File: src/rtl/conv_pkg.sv
// Shared types for the event-driven conv layer: arbiter mode and sequencer phases.
package conv_pkg;

    typedef enum logic [1:0] {
        CONVOLUTION = 2'd0,
        POOLING     = 2'd1,
        PAUSE       = 2'd2
    } arbiter_mode_t;

    typedef enum logic [2:0] {
        SEQ_IDLE       = 3'd0,
        SEQ_CONV_ISSUE = 3'd1,
        SEQ_CONV_WAIT  = 3'd2,
        SEQ_POOL_HOLD  = 3'd3,
        SEQ_POOL_ISSUE = 3'd4,
        SEQ_POOL_WAIT  = 3'd5,
        SEQ_PAUSE      = 3'd6
    } seq_state_t;

    // The feature-map arbiter follows whichever phase the sequencer is in.
    function automatic arbiter_mode_t mode_for_state(input seq_state_t s);
        arbiter_mode_t m;
        case (s)
            SEQ_POOL_HOLD, SEQ_POOL_ISSUE, SEQ_POOL_WAIT: m = POOLING;
            SEQ_PAUSE:                                    m = PAUSE;
            default:                                      m = CONVOLUTION;
        endcase
        return m;
    endfunction

endpackage

File: src/rtl/conv_layer_sequencer_watchdog.sv
// Stall watchdog: counts cycles while 'run' is high and flags when TIMEOUT_CYCLES is reached.
module seq_watchdog #(
    parameter int TIMEOUT_CYCLES = 1024
) (
    input  logic clk,
    input  logic rst_n,
    input  logic clear,
    input  logic run,
    output logic expired
);

    generate
        if (TIMEOUT_CYCLES == 0) begin : g_off
            logic w_unused;
            assign w_unused = ^{clk, rst_n, clear, run};
            assign expired  = 1'b0;
        end else begin : g_on
            localparam int CW = (TIMEOUT_CYCLES > 1) ? $clog2(TIMEOUT_CYCLES) : 1;
            logic [CW-1:0] r_count;

            // Expiry fires on the cycle that completes TIMEOUT_CYCLES of running.
            assign expired = run && (r_count == CW'(TIMEOUT_CYCLES - 1));

            always_ff @(posedge clk) begin
                if (!rst_n || clear) begin
                    r_count <= '0;
                end else if (run && !expired) begin
                    r_count <= r_count + 1'b1;
                end
            end
        end
    endgenerate

endmodule

File: src/rtl/conv_layer_sequencer.sv
// Phase sequencer for one event-driven conv layer: one convolution per spike event,
// a pooling sweep every POOL_EVERY timestep markers, with pause, drop filtering and a watchdog.
module conv_layer_sequencer
    import conv_pkg::*;
#(
    parameter int BITS_PER_COORDINATE = 8,
    parameter int IN_CHANNELS         = 2,
    parameter int IMG_WIDTH           = 32,
    parameter int IMG_HEIGHT          = 32,
    parameter int POOL_EVERY          = 1,
    parameter int TIMEOUT_CYCLES      = 1024,
    parameter int CNT_WIDTH           = 16
) (
    input  logic                           clk,
    input  logic                           rst_n,
    input  logic                           enable,
    input  logic                           evt_valid,
    output logic                           evt_ready,
    input  logic                           evt_timestep,
    input  logic [BITS_PER_COORDINATE-1:0] evt_x,
    input  logic [BITS_PER_COORDINATE-1:0] evt_y,
    input  logic [IN_CHANNELS-1:0]         evt_spikes,
    output logic                           conv_start,
    output logic [BITS_PER_COORDINATE-1:0] conv_x,
    output logic [BITS_PER_COORDINATE-1:0] conv_y,
    output logic [IN_CHANNELS-1:0]         conv_spikes,
    input  logic                           conv_done,
    output logic                           pool_start,
    input  logic                           pool_done,
    input  logic                           out_full_next,
    output arbiter_mode_t                  arbiter_mode,
    output logic [CNT_WIDTH-1:0]           timestep_count,
    output logic [CNT_WIDTH-1:0]           event_count,
    output logic [CNT_WIDTH-1:0]           drop_count,
    output logic                           busy,
    output logic                           error
);

    localparam int DW = (POOL_EVERY > 1) ? $clog2(POOL_EVERY) : 1;

    seq_state_t                     r_state;
    seq_state_t                     w_next_state;
    arbiter_mode_t                  r_mode;
    logic [BITS_PER_COORDINATE-1:0] r_conv_x;
    logic [BITS_PER_COORDINATE-1:0] r_conv_y;
    logic [IN_CHANNELS-1:0]         r_conv_spikes;
    logic [CNT_WIDTH-1:0]           r_timestep_count;
    logic [CNT_WIDTH-1:0]           r_event_count;
    logic [CNT_WIDTH-1:0]           r_drop_count;
    logic [DW-1:0]                  r_div;
    logic                           r_error;

    logic w_accept;
    logic w_marker;
    logic w_spike;
    logic w_in_range;
    logic w_drop;
    logic w_conv_go;
    logic w_pool_due;
    logic w_run;
    logic w_expired;
    logic w_timeout;
    logic w_wd_clear;

    assign evt_ready  = (r_state == SEQ_IDLE) && enable;
    assign w_accept   = evt_valid && evt_ready;
    assign w_marker   = w_accept && evt_timestep;
    assign w_spike    = w_accept && !evt_timestep;
    assign w_in_range = (32'(evt_x) < 32'(IMG_WIDTH)) && (32'(evt_y) < 32'(IMG_HEIGHT));
    assign w_drop     = w_spike && (!w_in_range || (evt_spikes == '0));
    assign w_conv_go  = w_spike && !w_drop;
    assign w_pool_due = (r_div == DW'(POOL_EVERY - 1));
    assign w_run      = (r_state == SEQ_CONV_WAIT) || (r_state == SEQ_POOL_WAIT);
    assign w_wd_clear = !w_run || (w_next_state != r_state);

    seq_watchdog #(
        .TIMEOUT_CYCLES(TIMEOUT_CYCLES)
    ) u_watchdog (
        .clk    (clk),
        .rst_n  (rst_n),
        .clear  (w_wd_clear),
        .run    (w_run),
        .expired(w_expired)
    );

    // A done pulse in the same cycle as expiry still counts as a normal completion.
    always_comb begin
        w_next_state = r_state;
        w_timeout    = 1'b0;
        case (r_state)
            SEQ_IDLE: begin
                if (!enable)                     w_next_state = SEQ_PAUSE;
                else if (w_conv_go)              w_next_state = SEQ_CONV_ISSUE;
                else if (w_marker && w_pool_due) w_next_state = SEQ_POOL_HOLD;
            end
            SEQ_CONV_ISSUE: w_next_state = SEQ_CONV_WAIT;
            SEQ_CONV_WAIT: begin
                if (conv_done) begin
                    w_next_state = enable ? SEQ_IDLE : SEQ_PAUSE;
                end else if (w_expired) begin
                    w_next_state = SEQ_IDLE;
                    w_timeout    = 1'b1;
                end
            end
            SEQ_POOL_HOLD: begin
                if (!out_full_next) w_next_state = SEQ_POOL_ISSUE;
            end
            SEQ_POOL_ISSUE: w_next_state = SEQ_POOL_WAIT;
            SEQ_POOL_WAIT: begin
                if (pool_done) begin
                    w_next_state = enable ? SEQ_IDLE : SEQ_PAUSE;
                end else if (w_expired) begin
                    w_next_state = SEQ_IDLE;
                    w_timeout    = 1'b1;
                end
            end
            SEQ_PAUSE: begin
                if (enable) w_next_state = SEQ_IDLE;
            end
            default: w_next_state = SEQ_IDLE;
        endcase
    end

    always_ff @(posedge clk) begin
        if (!rst_n) begin
            r_state          <= SEQ_IDLE;
            r_mode           <= CONVOLUTION;
            r_conv_x         <= '0;
            r_conv_y         <= '0;
            r_conv_spikes    <= '0;
            r_timestep_count <= '0;
            r_event_count    <= '0;
            r_drop_count     <= '0;
            r_div            <= '0;
            r_error          <= 1'b0;
        end else begin
            r_state <= w_next_state;
            r_mode  <= mode_for_state(w_next_state);
            if (w_conv_go) begin
                r_conv_x      <= evt_x;
                r_conv_y      <= evt_y;
                r_conv_spikes <= evt_spikes;
            end
            if (w_drop && (r_drop_count != '1)) begin
                r_drop_count <= r_drop_count + 1'b1;
            end
            if (w_marker) begin
                r_timestep_count <= r_timestep_count + 1'b1;
                r_event_count    <= '0;
                r_div            <= w_pool_due ? '0 : r_div + 1'b1;
            end else if ((r_state == SEQ_CONV_WAIT) && conv_done && (r_event_count != '1)) begin
                r_event_count <= r_event_count + 1'b1;
            end
            if (w_timeout) begin
                r_error <= 1'b1;
            end
        end
    end

    assign conv_start     = (r_state == SEQ_CONV_ISSUE);
    assign pool_start     = (r_state == SEQ_POOL_ISSUE);
    assign busy           = (r_state != SEQ_IDLE) && (r_state != SEQ_PAUSE);
    assign conv_x         = r_conv_x;
    assign conv_y         = r_conv_y;
    assign conv_spikes    = r_conv_spikes;
    assign arbiter_mode   = r_mode;
    assign timestep_count = r_timestep_count;
    assign event_count    = r_event_count;
    assign drop_count     = r_drop_count;
    assign error          = r_error;

endmodule

File: config.mk
export PLATFORM = sky130hd
export DESIGN_NAME = conv_layer_sequencer
export DESIGN_NICKNAME = d
export VERILOG_FILES = /design/src/rtl/conv_pkg.sv /design/src/rtl/conv_layer_sequencer_watchdog.sv /design/src/rtl/conv_layer_sequencer.sv
export SDC_FILE = /design/constraint.sdc
export NUM_CORES = 1
export LEC_CHECK = 0
export BUFFER_PORTS_ARGS = -buffer_cell sky130_fd_sc_hd__clkbuf_2
export CELL_PAD_IN_SITES_DETAIL_PLACEMENT = 2
export CELL_PAD_IN_SITES_GLOBAL_PLACEMENT = 2
export CORE_ASPECT_RATIO = 0.75
export CORE_MARGIN = 3
export CORE_UTILIZATION = 30
export CTS_CLUSTER_SIZE = 10
export DETAILED_ROUTE_END_ITERATION = 6
export GPL_ROUTABILITY_DRIVEN = 1
export MAX_ROUTING_LAYER = met4
export PLACE_DENSITY = 0.77
export SYNTH_ARGS = -nofsm -noshare
export SYNTH_HDL_FRONTEND = slang
export SYNTH_SLANG_ARGS = --single-unit
File: constraint.sdc
create_clock -name clk -period 2.5 [get_ports clk]
set_input_delay 0.125 -clock clk [delete_from_list [all_inputs] [get_ports clk]]
set_output_delay 0.125 -clock clk [all_outputs]
set_load 0.05 [all_outputs]
==> metrics.csv, run 1 <==
metric,value,unit
final_util,40.2,%
synth_nets,466,
post_drt_via_cell_ratio,5.13,
intPower,2.34,mW
chipHeight,103,um
regToRegSetupSlack,300,ps
peakVddDrop,0.000315,V
cts_buffers,9,
first_global_vias,3798,
grt_antenna_before_repair,0,
worstSetupPathType,flip-flop to flip-flop,
synth_xor_area_share,8.67,%
worstHoldEndpoint,conv_x[4],
p_seq_share,42.5,%
fmax,454,MHz
p_leak,1.83,nW
final_common_cell,clkbuf_2,
synth_compound_area_share,11.1,%
rsz0062_at_grt,no,
drive_above_1_share,25.5,%
grtUsageTotal,18.8,%
synth_cell_types,52,
hold_buffers,0,
worst_pin_slew,774,ps
drtAntennaViolNets,0,
drt-initial-drc-count,167,
ys_seq_area_share,43.9,%
cp_data_required_time,2760,ps
status,"finished, final reports clean",
gp_congestion,0.796,
numPortBuffers,98,
cp.arrival,2460,ps
synth_warnings,0,
finalHoldViolCount,0,
holdCritPathClass,input pin to flip-flop,
min_period_over_period,88.1,%
crit_path_max_fanout,16,
insertion_delay,340,ps
cts_root_buf,clkbuf_16,
cts_tree,built,
hold_start,evt_x[4],
finalCriticalPeriod,2200,ps
pwr-share-comb,12.1,%
r2r_start,r_state[2],
async_reset_ff_share,0,%
num_vias,3645,
syn_to_final_growth,27.8,%
htree_levels,3,
clk_transition_reported_paths,60,ps
power_switching,0.810,mW
synthAdderAreaFrac,1.34,%
avgSynthCellArea,8.57,sq um
nets,574,
die-area,13800,sq um
synth_edf_count,0,
grt_overflow,0,
skew,5.84,ps
reg2regPathDepth,5,
drv_cap,0,
start_kind,flip-flop,
setup_viol_count_final,0,
setup-tns-final,0,ps
powerDensity,660,nW/um^2
synth_ff_type,dfxtp_1,
grt_max_degree,32,
synthSimpleGateAreaFrac,31.3,%
r2r-end,drop_count[10],
cts_resized,0,
row_count,34,
core_area,11900,sq um
drc,0,
wl,12.3,mm
clock_power_share,45.4,%
final_cell_mix,"clkbuf_2, dfxtp_1, nor2_1",
die_x,135,um
grt_first_pass_wirelength,20.3,mm
critPathCaptureType,flip-flop,
post_cts_buffers,0,
swShare,25.7,%
wl_per_cell,17.3,um
worstSetupStartpoint,r_state[2],
dp_hpwl,9.18,mm
muxShareOfSynthArea,0.804,%
syn_area,3740,sq um
drt_first_pass_iters,4,
synth_top_family_by_area,simple AND/OR/NAND/NOR gates,
diodes,0,
report.final.slew_viol_count,0,
max_slew_margin,48.4,%
start_util,31.5,%
min_path_cells,3,
ioPinCount,99,
clk_path_buf_depth,2,
syn_inst,436,
clkSinkCount,82,
ys_seq_elements,82,
[layer usage]
| metal | wire length, um | track usage (%) |
|---|---|---|
| met1 | 6150 | 25.1 |
| met4 | 155 | 4.69 |
| met5 | 0 | - |
| met3 | 527 | 4.10 |
| met2 | 5470 | 29.1 |
[power groups by stage]
stage | sequential, mW | combinational [mW] | clock (mW)
2_1_floorplan | 1.40 | 0.227 | 0
3_3_place_gp | 1.37 | 0.367 | 0
3_5_place_dp | 1.37 | 0.375 | 0
4_1_cts | 1.34 | 0.383 | 1.47
5_1_grt | 1.34 | 0.414 | 1.53
6_report | 1.34 | 0.380 | 1.43
[sequential cells by signal, indices dropped and copies added (netlist names)]
register	cells
drop_count	16
event_count	16
timestep_count	16
u_watchdog.g_on.r_count	10
conv_x	8
conv_y	8
r_state	3
arbiter_mode	2
conv_spikes	2
error	1
[critical path, stage by stage (launching register included)]
cell	delay [ps]
dfxtp_1	310
or4b_4	620
nor3b_4	240
o211ai_2	300
or4_1	520
a21oi_1	140
[per-stage QoR]
step / worst slack (ps) / hold WS, ps / power (mW) / cells / instance area, sq um
5_1_grt: 153 / 11.8 / 3.29 / 711 / 4770
6_report: 297 / 8.76 / 3.15 / 711 / 4770
4_1_cts: 281 / 1.88 / 3.19 / 711 / 4770
3_3_place_gp: 376 / 350 / 1.73 / 695 / 4450
3_5_place_dp: 298 / 364 / 1.74 / 695 / 4450
2_1_floorplan: 106 / 261 / 1.63 / 436 / 3740
[cell type report]
| class | instances | area, sq um |
|---|---|---|
| Sequential cell | 82 | 1640 |
| Fill cell | 1319 | 7100 |
| Clock inverter | 5 | 77.6 |
| Timing Repair Buffer | 112 | 596 |
| Inverter | 7 | 26.3 |
| Tap cell | 162 | 203 |
| Clock buffer | 11 | 243 |
| Multi-Input combinational cell | 332 | 1990 |
[cell families after synthesis]
kind of cell	count (synthesis)
AO/OA/AOI/OAI	68
AND/OR/NAND/NOR	220
flip-flops	82
adder cells (fa/ha/maj)	4
buffers and inverters	22
XOR/XNOR	37
multiplexers	3
[how the worst max path moves through the flow]
stage                     end  slack, ps  depth (start not counted)
2_1_floorplan  conv_spikes[1]        110                         10
3_3_place_gp    drop_count[8]        380                          5
3_5_place_dp   drop_count[10]        300                          5
4_1_cts        drop_count[10]        280                          5
5_1_grt        drop_count[10]        150                          5
6_report       drop_count[10]        300                          5
[cells in the mapped netlist (6+ instances only)]
library cell	number	area share (%)
a21oi_1	32	4.3
and3_1	12	2.0
clkbuf_1	10	1.0
dfxtp_1	82	44
inv_1	6	0.60
nand2_1	49	4.9
nand3_1	19	2.5
nand4_1	14	2.3
nor2_1	52	5.2
nor2b_1	6	1.0
nor3_1	14	1.9
nor4_1	8	1.3
o21ai_0	15	2.0
or3_1	12	2.0
xnor2_1	23	5.4
xor2_1	14	3.3
Note: power is estimated with default switching activity, not from simulation.
==> run 2, diff against run 1 <==
--- a/config.mk
+++ b/config.mk
@@ -14,7 +14,6 @@
 export CTS_CLUSTER_SIZE = 10
 export DETAILED_ROUTE_END_ITERATION = 6
 export GPL_ROUTABILITY_DRIVEN = 1
-export MAX_ROUTING_LAYER = met4
 export PLACE_DENSITY = 0.77
 export SYNTH_ARGS = -nofsm -noshare
 export SYNTH_HDL_FRONTEND = slang
==> run 2 against run 1 <==
  * Largest cell class unchanged
  * Clock-buffer cell count stayed put
  * Final cell count did not move
  * Clock skew about the same
  * Sequential share of layout area unchanged
==> metrics.csv, run 2 (synthesis gave the netlist of run 1 again) <==
metric,value,unit,change
status,"finished, final reports clean",,
wl_per_cell,17.3,um,-0.28%
first_global_vias,3799,,+0.026%
drt-initial-drc-count,149,,-11%
critPathCaptureType,flip-flop,,
cp_data_required_time,2760,ps,about the same
report.final.slew_viol_count,0,,unchanged
chipHeight,103,um,unchanged
grtUsageTotal,18.2,%,-0.55 points
min_period_over_period,88.2,%,+0.13 points
final_cell_mix,"clkbuf_2, dfxtp_1, nor2_1",,
placedCellCount,695,,unchanged
grt_first_pass_wirelength,20.3,mm,unchanged
post_cts_buffers,0,,unchanged
clk_transition_reported_paths,60,ps,about the same
grt_max_degree,32,,unchanged
num_vias,3656,,+0.30%
rsz0062_at_grt,no,,
worstSetupStartpoint,r_state[2],,
worst_pin_slew,775,ps,+1.26 ps
clk_path_buf_depth,2,,unchanged
drc,0,,unchanged
cts_tree,built,,
nets,574,,unchanged
holdCritPathClass,input pin to flip-flop,,
row_count,34,,unchanged
start_util,31.5,%,unchanged
cts_resized,0,,unchanged
setup_viol_count_final,0,,unchanged
syn_to_final_growth,27.8,%,unchanged
finalCriticalPeriod,2210,ps,+3.28 ps
max_slew_margin,48.3,%,-0.084 points
cts_buffers,9,,unchanged
hold_start,evt_x[4],,
r2r_start,r_state[2],,
peakVddDrop,0.000314,V,-0.33%
core_area,11900,sq um,unchanged
diodes,0,,unchanged
start_kind,flip-flop,,
grt_antenna_before_repair,0,,unchanged
dp_hpwl,9.18,mm,unchanged
cp.arrival,2470,ps,about the same
cts_root_buf,clkbuf_16,,
hold_ws,9.33,ps,+0.573 ps
skew,6.06,ps,+0.220 ps
ioPinCount,99,,unchanged
htree_levels,3,,unchanged
fmax,453,MHz,-0.15%
post_drt_via_cell_ratio,5.14,,+0.30%
finalHoldViolCount,0,,unchanged
clkSinkCount,82,,unchanged
crit_path_max_fanout,16,,unchanged
setup-tns-final,0,ps,unchanged
drtAntennaViolNets,0,,unchanged
hold_buffers,0,,unchanged
final_cells,711,,unchanged
insertion_delay,330,ps,about the same
powerDensity,659,nW/um^2,about the same
drive_above_1_share,25.5,%,unchanged
gp_congestion,0.785,,-1.4%
die_x,135,um,unchanged
numPortBuffers,98,,unchanged
worstSetupPathType,flip-flop to flip-flop,,
p_leak,1.83,nW,unchanged
wl,12.3,mm,-0.28%
die-area,13800,sq um,unchanged
drv_cap,0,,unchanged
drt_first_pass_iters,4,,unchanged
grt_overflow,0,,unchanged
final_common_cell,clkbuf_2,,
## run 2: metrics by stage
| stage | util, % | total power, mW | area (sq um) | setup slack [ps] |
|---|---|---|---|---|
| after floorplan | - | 1.63 | 3740 | 106 |
| after global placement | 37.5 | 1.73 | 4450 | 376 |
| after detailed placement | 37.5 | 1.74 | 4450 | 298 |
| after CTS | 40.2 | 3.19 | 4770 | 281 |
| after global routing | 40.2 | 3.29 | 4770 | 153 |
| final | 40.2 | 3.15 | 4770 | 294 |
## run 2: final cells by class
class,count,area (sq um)
Clock inverter,5,77.6
Sequential cell,82,1640
Inverter,7,26.3
Clock buffer,11,243
Timing Repair Buffer,112,596
Multi-Input combinational cell,332,1990
Fill cell,1319,7100
Tap cell,162,203
## run 2: final timing paths
kind / end / slack, ps / cells past startpoint
worst max-delay path: drop_count[10] / 290 / 5
worst min-delay path: conv_x[4] / 9 / 3
worst max register to register: drop_count[10] / 290 / 5
worst min register to register: conv_x[4] / 460 / 2
## run 2: where the power goes
group | internal, mW | leakage (nW) | switching [mW] | total, mW
Combinational | 0.116 | 1.01 | 0.264 | 0.380
Clock | 0.899 | 0.156 | 0.530 | 1.43
Sequential | 1.32 | 0.661 | 0.0137 | 1.34
Total | 2.34 | 1.83 | 0.807 | 3.15
## run 2: routing by layer
| metal | global-route usage, % | routed length, um | vias to the layer above |
|---|---|---|---|
| met5 | 0 | 0 | - |
| met4 | 4.69 | 157 | 0 |
| met3 | 4.34 | 611 | 13 |
| met2 | 29.1 | 5450 | 87 |
| met1 | 25.0 | 6060 | 1791 |
| li1 | - | - | 1765 |
## run 2: worst max-delay path, cell delays in order, from the launching register on
cell      delay (ps)
dfxtp_1          310
or4b_4           610
nor3b_4          240
o211ai_2         300
or4_1            520
a21oi_1          140
==> run 3, diff against run 2 <==
--- a/config.mk
+++ b/config.mk
@@ -5,16 +5,17 @@
 export SDC_FILE = /design/constraint.sdc
 export NUM_CORES = 1
 export LEC_CHECK = 0
+export ABC_AREA = 1
 export BUFFER_PORTS_ARGS = -buffer_cell sky130_fd_sc_hd__clkbuf_2
 export CELL_PAD_IN_SITES_DETAIL_PLACEMENT = 2
 export CELL_PAD_IN_SITES_GLOBAL_PLACEMENT = 2
 export CORE_ASPECT_RATIO = 0.75
 export CORE_MARGIN = 3
-export CORE_UTILIZATION = 30
+export CORE_UTILIZATION = 29
 export CTS_CLUSTER_SIZE = 10
 export DETAILED_ROUTE_END_ITERATION = 6
 export GPL_ROUTABILITY_DRIVEN = 1
-export PLACE_DENSITY = 0.77
+export PLACE_DENSITY = 0.79
 export SYNTH_ARGS = -nofsm -noshare
 export SYNTH_HDL_FRONTEND = slang
 export SYNTH_SLANG_ARGS = --single-unit
==> run 3 against run 2 <==
  * Sequential cell count stayed put
  * Sequential share of layout area down 2.5 points
  * Synthesized cell count rose by 39%
  * Cell area up 7.7%
  * Core utilization shrank 3.2 points
  * Hold slack gained 30 ps
  * Clock-buffer cell count up 1
  * First-iteration DRC count is 21% higher
  * Sequential power about the same
  * Clock skew decreased by 0.56 ps
  * Largest cell class unchanged
==> metrics.csv, run 3 <==
metric,value,unit,change
synth_ff_type,dfxtp_1,,
start_kind,flip-flop,,
status,"finished, final reports clean",,
wl_per_cell,16.9,um,-2.1%
max_stage_delay,530,ps,-80 ps
p_seq_share,41.4,%,-1.1 points
pwr-share-comb,13.2,%,+1.1 points
drt-initial-drc-count,181,,+21%
ys_top_cells_by_area,"dfxtp_1, nand2_1, nor2_1",,
insertion_delay,340,ps,about the same
synth_common_cells,"nand2_1, nor2_1, dfxtp_1",,
clk_transition_reported_paths,60,ps,about the same
finalCriticalPeriod,2170,ps,-35.5 ps
chipHeight,110,um,+6.9%
start_util,30.0,%,-1.5 points
post_dp_cell_area,4800,sq um,+7.9%
clock_power_share,45.4,%,about the same
grt_first_pass_wirelength,23.8,mm,+18%
gp_congestion,0.800,,+1.9%
power_switching,0.913,mW,+13%
num_vias,4354,,+19%
worst_path_max_delay_cell,inv_1,,
cp_data_required_time,2770,ps,about the same
swShare,27.7,%,+2.0 points
worst_pin_slew,679,ps,-95.7 ps
die_x,144,um,+7.0%
max_slew_margin,54.6,%,+6.3 points
diodes,0,,unchanged
first_global_vias,4683,,+23%
grtUsageTotal,19.0,%,+0.82 points
setup_viol_count_final,0,,unchanged
fin_area,5140,sq um,+7.7%
regToRegSetupSlack,330,ps,+40 ps
ys_seq_elements,82,,unchanged
finalPower,3.30,mW,+4.9%
core_area,13900,sq um,+17%
grt_antenna_before_repair,0,,unchanged
synth_largest_area_cell,dfxtp_1,,
synth_edf_count,0,,unchanged
fin_ws,329,ps,+35.5 ps
setup-tns-final,0,ps,unchanged
hold_buffers,0,,unchanged
synth.top_cell.area_share,39.4,%,-4.5 points
clk_path_buf_depth,2,,unchanged
synth_nets,638,,+37%
drv_cap,0,,unchanged
final_cell_mix,"nand2_1, clkbuf_2, nor2_1",,
syn_area,4160,sq um,+11%
nets,732,,+28%
avgSynthCellArea,6.85,sq um,-20%
fmax,461,MHz,+1.6%
holdCritPathClass,input pin to flip-flop,,
cp_cell_sequence,nor2_4 -> nand4_4 -> nor2_1 -> nand2_1 -> inv_1 -> nor2_1 -> nor2_1,,
reg2regPathDepth,7,,+2
hold_ws,39.0,ps,+29.7 ps
cts_resized,0,,unchanged
report.final.slew_viol_count,0,,unchanged
drc,0,,unchanged
p_leak,1.98,nW,+8.3%
final_common_cell,nand2_1,,
yosysMostFrequentCell,nand2_1,,
ys_seq_area_share,39.4,%,-4.5 points
async_reset_ff_share,0,%,unchanged
clkSinkCount,82,,unchanged
drt_first_pass_iters,4,,unchanged
cts_buffers,9,,unchanged
grt_max_degree,27,,-16%
cp.arrival,2440,ps,-30 ps
intPower,2.39,mW,+2.0%
drive_above_1_share,19.1,%,-6.4 points
cts_root_buf,clkbuf_16,,
fillers,1717,,+30%
critPathCaptureType,flip-flop,,
peakVddDrop,0.000426,V,+35%
syn_to_final_growth,23.5,%,
rsz0062_at_grt,no,,
regArea,1640,sq um,unchanged
finalHoldViolCount,0,,unchanged
row_count,37,,+8.8%
post_drt_via_cell_ratio,4.94,,-4.0%
dp_hpwl,11.1,mm,+21%
synth_warnings,0,,unchanged
htree_levels,3,,unchanged
syn_inst,608,,+39%
multi_input_area,2230,sq um,+12%
grt_overflow,0,,unchanged
post_cts_buffers,0,,unchanged
crit_path_max_fanout,21,,+5
wl,14.9,mm,+21%
place_ws,344,ps,+45.4 ps
skew,5.50,ps,-0.559 ps
min_path_cells,3,,unchanged
synth_cell_types,34,,-35%
drtAntennaViolNets,0,,unchanged
numPortBuffers,98,,unchanged
ioPinCount,99,,unchanged
die-area,15800,sq um,+14%
worstSetupPathType,flip-flop to flip-flop,,
cp_common_cell,nor2_1,,
min_period_over_period,86.8,%,-1.4 points
cts_tree,built,,
powerDensity,642,nW/um^2,-2.7%
## run 3: cells by family (layout without fill, tap and decap cells)
kind of cell,after synthesis,after routing,share of synthesized area [%]
and+or+nand+nor,329,329,34.3
AOI/OAI and AO/OA,89,89,11.0
DFF,82,82,39.4
buffers and inverters,71,170,7.09
xor gates and xnor gates,33,33,6.94
adders and majority gates,4,4,1.20
## run 3: cell type report
class / instances / share of cell area [%]
clock inverters: 4 / 1.41
flip-flops and latches: 82 / 31.9
clock buffers: 12 / 5.18
repair buffers: 102 / 10.1
inverters: 52 / 3.80
well taps: 175 / 4.26
multi-input cells: 455 / 43.3
## run 3: worst paths after layout
| check | start | to |
|---|---|---|
| setup / recovery | r_state[0] | conv_y[1] |
| hold / removal | evt_y[4] | conv_y[4] |
| setup reg to reg | r_state[0] | conv_y[1] |
| hold reg to reg | conv_y[6] | conv_y[6] |
## run 3: power groups by stage
stage / registers, mW / logic, mW / clock network, mW
after global placement: 1.39 / 0.420 / 0
after CTS: 1.37 / 0.445 / 1.55
after detailed placement: 1.40 / 0.437 / 0
after global routing: 1.37 / 0.478 / 1.60
after floorplan: 1.43 / 0.275 / 0
final: 1.37 / 0.435 / 1.50
## run 3: worst max-delay path, delay by kind of cell, from the launching register on
family	cells	cell delay, ps
buffers and inverters	1	530
AND/OR/NAND/NOR	6	1150
flip-flops	1	420
## run 3: metrics by stage
| stage | cells | util, % |
|---|---|---|
| floorplan | 608 | - |
| global placement | 866 | 34.6 |
| detailed placement | 866 | 34.6 |
| CTS | 882 | 37.0 |
| global route | 882 | 37.0 |
| finish | 882 | 37.0 |
## run 3: layer usage
layer | track usage, % | vias to the layer above | part of all wire, %
met5 | 0 | - | 0
met4 | 4.26 | 0 | 0.88
met3 | 4.26 | 10 | 3.1
met2 | 35.4 | 62 | 52
met1 | 22.3 | 2132 | 44
li1 | - | 2150 | -
